$ cat src/rtl/flush_controller.sv
`default_nettype none
// +----------------------------------------------------------------------------+
// | flush_controller: arbitrates trap / fence.i / branch-miss redirects,       |
// | sequences I-cache invalidate and the one-cycle pipeline flush.             |
// | Optional FLUSH_PERF_COUNTER_EN adds a saturating flush-cycle counter.      |
// | Rev 1.0 - initial release                                                  |
// +----------------------------------------------------------------------------+
module flush_controller #(
   parameter int ADDR_WIDTH  = 32,
   parameter int INV_TIMEOUT = 255
) (
   input  logic                  clk,
   input  logic                  rst,
   input  logic                  trapReq,
   input  logic [ADDR_WIDTH-1:0] trapPc,
   input  logic                  fenceReq,
   input  logic [ADDR_WIDTH-1:0] fencePc,
   input  logic                  branchMissReq,
   input  logic [ADDR_WIDTH-1:0] branchMissPc,
   input  logic                  exStallReq,
   input  logic                  maStallReq,
   input  logic                  invDone,
   input  logic                  commitValid,
   output logic                  flush,
   output logic [ADDR_WIDTH-1:0] nextPc,
   output logic                  trapAck,
   output logic                  fenceAck,
   output logic                  branchMissAck,
   output logic                  ifStall,
   output logic                  idStall,
   output logic                  rrStall,
   output logic                  exStall,
   output logic                  bypassStall,
   output logic                  invReq,
   output logic                  invTimeout,
   output logic [63:0]           opCommitCount,
   output logic [31:0]           flushCount
);

   localparam int CNT_W = $clog2(INV_TIMEOUT + 1);
   localparam logic [CNT_W-1:0] C_TIMEOUT = CNT_W'(INV_TIMEOUT);

   typedef enum logic [1:0] {
      ST_IDLE       = 2'd0,
      ST_INVALIDATE = 2'd1,
      ST_FLUSH      = 2'd2
   } state_t;

   state_t                  state_q, state_d;
   logic [ADDR_WIDTH-1:0]   target_q, target_d;
   logic [CNT_W-1:0]        inv_cnt_q, inv_cnt_d;
   logic                    inv_timeout_q, inv_timeout_d;
   logic [63:0]             commit_cnt_q;
   logic [CNT_W-1:0]        w_inv_cnt_inc;
   logic                    w_stall_any;

   assign w_inv_cnt_inc = inv_cnt_q + 1'b1;
   assign w_stall_any   = exStallReq | maStallReq;

   always_ff @(posedge clk or posedge rst) begin
      if (rst) begin
         state_q       <= ST_IDLE;
         target_q      <= '0;
         inv_cnt_q     <= '0;
         inv_timeout_q <= 1'b0;
         commit_cnt_q  <= 64'd0;
      end else begin
         state_q       <= state_d;
         target_q      <= target_d;
         inv_cnt_q     <= inv_cnt_d;
         inv_timeout_q <= inv_timeout_d;
         if (commitValid)
            commit_cnt_q <= commit_cnt_q + 64'd1;
      end
   end

   always_comb begin
      state_d       = state_q;
      target_d      = target_q;
      inv_cnt_d     = '0;
      inv_timeout_d = inv_timeout_q;
      flush         = 1'b0;
      trapAck       = 1'b0;
      fenceAck      = 1'b0;
      branchMissAck = 1'b0;
      ifStall       = 1'b0;
      idStall       = 1'b0;
      rrStall       = 1'b0;
      exStall       = 1'b0;
      bypassStall   = 1'b0;
      invReq        = 1'b0;

      case (state_q)
         ST_IDLE: begin
            exStall     = maStallReq;
            rrStall     = w_stall_any;
            idStall     = w_stall_any;
            ifStall     = w_stall_any;
            bypassStall = w_stall_any;
            if (trapReq) begin
               trapAck  = 1'b1;
               target_d = trapPc;
               state_d  = ST_FLUSH;
            end else if (fenceReq) begin
               fenceAck = 1'b1;
               target_d = fencePc;
               state_d  = ST_INVALIDATE;
            end else if (branchMissReq) begin
               branchMissAck = 1'b1;
               target_d      = branchMissPc;
               state_d       = ST_FLUSH;
            end
         end
         ST_INVALIDATE: begin
            invReq      = 1'b1;
            ifStall     = 1'b1;
            idStall     = 1'b1;
            rrStall     = 1'b1;
            exStall     = 1'b1;
            bypassStall = 1'b1;
            inv_cnt_d   = w_inv_cnt_inc;
            // A completion arriving on the final counted cycle is not a timeout.
            if (invDone) begin
               state_d = ST_FLUSH;
            end else if (w_inv_cnt_inc == C_TIMEOUT) begin
               state_d       = ST_FLUSH;
               inv_timeout_d = 1'b1;
            end
         end
         ST_FLUSH: begin
            flush   = 1'b1;
            state_d = ST_IDLE;
         end
         default: state_d = ST_IDLE;
      endcase

      // Reset is asynchronous, so combinational outputs are silenced immediately too.
      if (rst) begin
         flush         = 1'b0;
         trapAck       = 1'b0;
         fenceAck      = 1'b0;
         branchMissAck = 1'b0;
         ifStall       = 1'b0;
         idStall       = 1'b0;
         rrStall       = 1'b0;
         exStall       = 1'b0;
         bypassStall   = 1'b0;
         invReq        = 1'b0;
      end
   end

   assign nextPc        = target_q;
   assign invTimeout    = inv_timeout_q;
   assign opCommitCount = commit_cnt_q;

`ifdef FLUSH_PERF_COUNTER_EN
   logic [31:0] flush_cnt_q;

   always_ff @(posedge clk or posedge rst) begin
      if (rst)
         flush_cnt_q <= 32'd0;
      else if ((state_q == ST_FLUSH) && (flush_cnt_q != 32'hFFFF_FFFF))
         flush_cnt_q <= flush_cnt_q + 32'd1;
   end

   assign flushCount = flush_cnt_q;
`else
   assign flushCount = 32'd0;
`endif

endmodule
`default_nettype wire

$ cat config.mk
export PLATFORM = sky130hd
export DESIGN_NAME = flush_controller
export DESIGN_NICKNAME = d
export VERILOG_FILES = /design/src/rtl/flush_controller.sv
export SDC_FILE = /design/constraint.sdc
export NUM_CORES = 1
export LEC_CHECK = 0
export CAP_MARGIN = 30
export CORE_MARGIN = 8
export CORE_UTILIZATION = 48
export CTS_BUF_LIST = sky130_fd_sc_hd__clkbuf_4
export DETAILED_ROUTE_END_ITERATION = 6
export HOLD_SLACK_MARGIN = 0.08
export PLACE_DENSITY_LB_ADDON = 0.1
export SYNTH_ARGS = -nofsm -noshare
export SYNTH_HDL_FRONTEND = slang
export SYNTH_SLANG_ARGS = --single-unit
$ cat constraint.sdc
create_clock -name clk -period 6.48 [get_ports clk]
set_input_delay 1.296 -clock clk [delete_from_list [all_inputs] [get_ports clk]]
set_output_delay 1.296 -clock clk [all_outputs]
set_load 0.02 [all_outputs]
# == Word level (Yosys, flattened, before mapping) ==
# Cells that the tools add are included.
# word_totals
inputBits,105
ram_bits,0
word_cells,49
n_memories,0
latch_bits,0
regBits,107
rom_bits,0
# op_classes
n_reduce_logical,5
shift,0
div,0
eq_ne,5
n_bitwise,2
magnitude_cmp,0
mul,0
add_sub_neg,2
mux,30
# ops
cell,n
two-way mux 32 bit,3
"adder 64 x 1 -> 64 bit, second input constant",1
two-way mux 1 bit,18
two-way mux 2 bit,5
"adder 8 x 1 -> 8 bit, second input constant",1
"== test 8 bit, second input constant",1
two-way mux 8 bit,1
"inequality test 4 bit, second input constant",1
case mux 1 bit (2 select lines),2
case mux 2 bit (2 select lines),1
AND reduction 2 bit,2
"inequality test 3 bit, second input constant",1
AND reduction 3 bit,1
nonzero test 3 bit,1
"== test 2 x 1 -> 1 bit, second input constant",1
"== test 2 bit, second input constant",1
zero test 2 bit,1
inverter 1 bit,1
OR 1 bit,1

# == Longest topological paths before layout ==
# logic_depth
ltp_word,5
ltp_mapped,7
depth_no_buf,6

# == Worst setup path after synthesis ==
# No wires, ideal clock.
# synth_path
path_type,input port to output port
from,input port fenceReq
to,output port branchMissAck
n_path_buf,2
required_time_ns,5.184
arrival_ns,2.369
slack_ns,2.815
cell_stages,4
path_cell_list,buf_2 > buf_2 > nand2b_1 > nor3b_1
# synth_via
elab_chain_cells,4
# synth_lines
item,line,source
"start, declared",16,"input logic fenceReq,"
two-way mux 1 bit,104,end else if (fenceReq) begin
two-way mux 1 bit,100,if (trapReq) begin
two-way mux 1 bit,93,case (state_q)
two-way mux 1 bit,138,if (rst) begin
"end, declared",28,"output logic branchMissAck,"
# Every way passes these cells.

# == Final worst setup path ==
# layout_path
from,input port maStallReq
to,output port rrStall
# layout_via
elab_chain_cells,3
# layout_lines
item,line,source
"start, declared",21,"input logic maStallReq,"
OR 1 bit,58,assign w_stall_any = exStallReq | maStallReq;
case mux 1 bit (2 select lines),93,
two-way mux 1 bit,138,
"end, declared",31,"output logic rrStall,"
# Every way passes these cells.

==> run_summary.xml <==
<?xml version="1.0" encoding="UTF-8"?>
<metrics>
  <group name="clock_tree">
    <metric name="numCtsBuffers" unit="">9</metric>
    <metric name="clock-root-buffer" unit="">sky130_fd_sc_hd__clkbuf_4</metric>
    <metric name="clock_sink_count" unit="">107</metric>
    <metric name="clock_tree.htree_level_count" unit="">3</metric>
    <metric name="cts_repair_resize_count" unit="">0</metric>
    <metric name="cts_tree" unit="">done</metric>
    <metric name="post_cts_hold_buffer_count" unit="">0</metric>
    <metric name="cts.repair_timing.setup_buffer_count" unit="">0</metric>
    <metric name="clk_latency" unit="ps">440</metric>
    <metric name="path_clk_slew" unit="ps">150</metric>
    <metric name="clockBufferDepth" unit="">2</metric>
  </group>
  <group name="timing">
    <metric name="slew_headroom" unit="">0.371</metric>
    <metric name="clock_skew" unit="ps">13.1</metric>
    <metric name="finalHoldViolCount" unit="">0</metric>
    <metric name="finalWorstPathRequiredPeriod" unit="ps">4280</metric>
    <metric name="slew_viol_final" unit="">0</metric>
    <metric name="period_share" unit="">0.661</metric>
    <metric name="fmax" unit="MHz">234</metric>
    <metric name="finalSetupViolations" unit="">0</metric>
    <metric name="tightest_slew" unit="ps">944</metric>
    <metric name="final_critical_path_setup_slack" unit="ps">2200</metric>
    <metric name="final.setup.tns" unit="ps">0</metric>
    <metric name="grt_setup_unrepaired" unit="">no</metric>
  </group>
  <group name="placement">
    <metric name="hpwl" unit="µm">12400</metric>
    <metric name="gp_congestion" unit="">0.794</metric>
    <metric name="dpl.cell_count" unit="">917</metric>
    <metric name="post-place-ws" unit="ps">2210</metric>
    <metric name="buffer_ports.inserted" unit="">211</metric>
  </group>
  <group name="grt">
    <metric name="first_pass_grt_wire_length" unit="µm">25300</metric>
    <metric name="via_count_of_the_first_global_routing_pass" unit="">4913</metric>
    <metric name="global_route_usage_sum" unit="">0.195</metric>
    <metric name="initial_antenna_violation_count" unit="">0</metric>
    <metric name="grt_start_max_net_pins" unit="">70</metric>
    <metric name="global_route.overflow_total" unit="">0</metric>
  </group>
  <group name="pwr">
    <metric name="p_per_area" unit="nW/µm²">229</metric>
    <metric name="share_clk_of_total_power" unit="">0.178</metric>
    <metric name="worst_ir_drop_vdd" unit="mV">0.201</metric>
    <metric name="pwr-share-comb" unit="">0.357</metric>
    <metric name="netSwitchingPower" unit="µW">639</metric>
    <metric name="cell_int_power" unit="mW">1.19</metric>
    <metric name="power.switching_fraction" unit="">0.350</metric>
    <metric name="power.leakage" unit="nW">3.51</metric>
    <metric name="seq_power_share" unit="">0.465</metric>
    <metric name="post-layout-total-power" unit="mW">1.83</metric>
  </group>
  <group name="worst_hold_path">
    <metric name="worst_hold_startpoint" unit="">opCommitCount[63]</metric>
    <metric name="hold_depth" unit="">1</metric>
    <metric name="whs_endpoint" unit="">opCommitCount[63]</metric>
    <metric name="worst_hold_path_type" unit="">reg2reg</metric>
  </group>
  <group name="finish">
    <metric name="stdcell_count" unit="">932</metric>
    <metric name="antenna_cells" unit="">0</metric>
    <metric name="nNetsFinal" unit="">889</metric>
    <metric name="flow.area_growth_from_synthesis" unit="%">37.1</metric>
    <metric name="layout_cell_share_with_drive_strength_beyond_1" unit="">0.0713</metric>
  </group>
  <group name="outcome">
    <metric name="run_status" unit="">finished, final reports clean</metric>
  </group>
  <group name="job">
    <metric name="maxCapViolations" unit="">0</metric>
  </group>
  <group name="synth">
    <metric name="synthesis.area" unit="µm²">5820</metric>
    <metric name="synth_enable_flop_cells" unit="">0</metric>
    <metric name="synth.ff_latch_count" unit="">107</metric>
    <metric name="synth_async_sr_flop_share" unit="">1.00</metric>
    <metric name="syn_inst" unit="">586</metric>
    <metric name="synth_unique_cells" unit="">50</metric>
    <metric name="postSynth.topFlopCell" unit="">sky130_fd_sc_hd__dfrtp_1</metric>
    <metric name="mean_instance_size_in_the_synthesized_netlist" unit="µm²">9.93</metric>
    <metric name="ys_seq_area_frac" unit="">0.460</metric>
    <metric name="yosysWarnings" unit="">0</metric>
  </group>
  <group name="worst_setup_path">
    <metric name="worst-setup-path-type" unit="">in2out</metric>
    <metric name="r2r_start" unit="">opCommitCount[29]</metric>
    <metric name="r2r_setup_slack" unit="ps">4370</metric>
    <metric name="setup.worst_path.start" unit="">maStallReq</metric>
    <metric name="worst-endpoint-required" unit="ps">5180</metric>
    <metric name="r2r_cells" unit="">5</metric>
    <metric name="worst-endpoint-arrival" unit="ps">2980</metric>
    <metric name="worstReg2RegEnd" unit="">opCommitCount[55]</metric>
    <metric name="cp-end-kind" unit="">primary output</metric>
    <metric name="critical_path_peak_fanout" unit="">4</metric>
    <metric name="setup.worst_path.start_class" unit="">primary input</metric>
  </group>
  <group name="route">
    <metric name="drt-pass1-iter-count" unit="">5</metric>
    <metric name="avgViaCountPerCell" unit="">5.07</metric>
    <metric name="drt_iter0_drc" unit="">282</metric>
    <metric name="avgRoutedWirePerCell" unit="µm">16.8</metric>
    <metric name="num_vias" unit="">4723</metric>
    <metric name="post-route-drc-count" unit="">0</metric>
    <metric name="ant_nets" unit="">0</metric>
    <metric name="postRouteWirelength" unit="µm">15700</metric>
  </group>
  <group name="die">
    <metric name="die_width" unit="µm">126</metric>
    <metric name="start_util" unit="">0.489</metric>
    <metric name="fp.dieH" unit="µm">126</metric>
    <metric name="count_of_standard_cell_rows" unit="">40</metric>
    <metric name="top_level_ports" unit="">244</metric>
    <metric name="core_area" unit="µm²">11900</metric>
    <metric name="floorplan.die_area" unit="µm²">15900</metric>
  </group>
</metrics>
-- cells by family after synthesis --
kind of cell | Yosys count | synth area share
flops | 107 | 0.460
simple gates | 230 | 0.235
other cells | 1 | 0.000644
buf+inv | 70 | 0.0731
mux | 33 | 0.0570
xor+xnor | 67 | 0.101
fa+ha+maj | 3 | 0.00645
compound gates | 75 | 0.0675
-- power by group through the flow --
stage,logic [mW],clock network [mW],registers (mW)
final,0.652,0.324,0.850
after global placement,0.654,0,0.856
after detailed placement,0.659,0,0.861
after CTS,0.661,0.340,0.851
after floorplan,0.211,0,0.976
after global routing,0.704,0.365,0.869
-- critical path, cell delays in order --
cell,delay [ps]
sky130_fd_sc_hd__clkdlybuf4s50_1,460
sky130_fd_sc_hd__nor2_1,50
sky130_fd_sc_hd__a211oi_1,460
sky130_fd_sc_hd__clkdlybuf4s50_1,710
-- how the worst max path moves through the flow --
stage / slack (ps) / end / cells after the start
floorplan: 2370 / invTimeout / 1
global placement: 2280 / branchMissAck / 4
detailed placement: 2210 / ifStall / 3
CTS: 2210 / ifStall / 4
global route: 2100 / idStall / 3
finish: 2200 / rrStall / 4
-- sequential cells by signal (all words and copies together) (netlist names) --
signal	flops
state_q	2
invTimeout	1
inv_cnt_q	8
nextPc	32
opCommitCount	64
-- layout make-up --
type | count | area (µm²)
multi-input cells | 440 | 2830
clock inverters | 6 | 57.6
repair buffers | 214 | 2120
well taps | 147 | 184
clock buffers | 9 | 67.6
inverters | 9 | 36.3
fillers | 958 | 3930
flip-flops and latches | 107 | 2680
-- synthesized netlist by cell type, types with 2 or more instances --
library cell               count  share of area
sky130_fd_sc_hd__dfrtp_1     107           0.46
sky130_fd_sc_hd__nand2_1      60          0.039
sky130_fd_sc_hd__nor2_1       55          0.035
sky130_fd_sc_hd__buf_4        38          0.049
sky130_fd_sc_hd__xnor2_1      36          0.054
sky130_fd_sc_hd__o21ai_0      35          0.030
sky130_fd_sc_hd__a21oi_1      34          0.029
sky130_fd_sc_hd__mux2i_1      32          0.055
sky130_fd_sc_hd__xor2_1       31          0.047
sky130_fd_sc_hd__nand3_1      27          0.023
sky130_fd_sc_hd__clkbuf_1     17          0.011
sky130_fd_sc_hd__nand4_1      16          0.017
sky130_fd_sc_hd__nor3_2       11          0.019
sky130_fd_sc_hd__inv_1         9         0.0058
sky130_fd_sc_hd__nor3_1        9         0.0077
sky130_fd_sc_hd__and2_1        5         0.0054
sky130_fd_sc_hd__and4_1        4         0.0060
sky130_fd_sc_hd__buf_2         4         0.0034
sky130_fd_sc_hd__nor4_2        4         0.0086
sky130_fd_sc_hd__nor4_4        4          0.015
sky130_fd_sc_hd__and3_1        3         0.0032
sky130_fd_sc_hd__and3_2        3         0.0039
sky130_fd_sc_hd__ha_1          3         0.0064
sky130_fd_sc_hd__nand2b_1      3         0.0032
sky130_fd_sc_hd__nand4_4       3          0.011
sky130_fd_sc_hd__nor2b_1       3         0.0032
sky130_fd_sc_hd__or3_1         3         0.0032
sky130_fd_sc_hd__and2_4        2         0.0030
sky130_fd_sc_hd__and3b_1       2         0.0030
sky130_fd_sc_hd__buf_6         2         0.0039
sky130_fd_sc_hd__nor3b_1       2         0.0026
-- per-layer routing --
metal | vias to the layer above | wire length, µm | global-route usage
li1 | 2319 | - | -
met1 | 2239 | 6100 | 0.217
met2 | 151 | 7870 | 0.334
met3 | 14 | 1510 | 0.0886
met4 | 0 | 202 | 0.0474
met5 | - | 0 | 0
-- through the flow --
step	utilization	cell area, µm²	hold WS, ps
6_report	0.670	7980	475
5_1_grt	0.670	7980	503
4_1_cts	0.670	7980	482
3_5_place_dp	0.660	7860	460
3_3_place_gp	0.660	7860	455
2_1_floorplan	-	5940	475
-- layout by cell type (no fill, tap or decap), types with 3 or more instances in the layout --
cell | Yosys | layout
sky130_fd_sc_hd__o21ai_0 | 35 | 35
sky130_fd_sc_hd__clkdlybuf4s50_1 | 0 | 209
sky130_fd_sc_hd__nor2b_1 | 3 | 3
sky130_fd_sc_hd__nand2b_1 | 3 | 3
sky130_fd_sc_hd__or3_1 | 3 | 3
sky130_fd_sc_hd__mux2i_1 | 32 | 32
sky130_fd_sc_hd__a21oi_1 | 34 | 34
sky130_fd_sc_hd__nor2_1 | 55 | 55
sky130_fd_sc_hd__nand3_1 | 27 | 27
sky130_fd_sc_hd__nor4_2 | 4 | 4
sky130_fd_sc_hd__nor4_4 | 4 | 4
sky130_fd_sc_hd__xor2_1 | 31 | 31
sky130_fd_sc_hd__and3_2 | 3 | 3
sky130_fd_sc_hd__nand4_4 | 3 | 3
sky130_fd_sc_hd__and3_1 | 3 | 3
sky130_fd_sc_hd__nor3_1 | 9 | 9
sky130_fd_sc_hd__dfrtp_1 | 107 | 107
sky130_fd_sc_hd__ha_1 | 3 | 3
sky130_fd_sc_hd__and4_1 | 4 | 4
sky130_fd_sc_hd__xnor2_1 | 36 | 36
sky130_fd_sc_hd__inv_1 | 9 | 8
sky130_fd_sc_hd__and2_1 | 5 | 5
sky130_fd_sc_hd__nand4_1 | 16 | 16
sky130_fd_sc_hd__buf_4 | 38 | 3
sky130_fd_sc_hd__nand2_1 | 60 | 60
sky130_fd_sc_hd__clkbuf_4 | 0 | 9
sky130_fd_sc_hd__nor3_2 | 11 | 11
sky130_fd_sc_hd__conb_1 | 1 | 32
No activity file was read; power rests on OpenSTA's default activity.
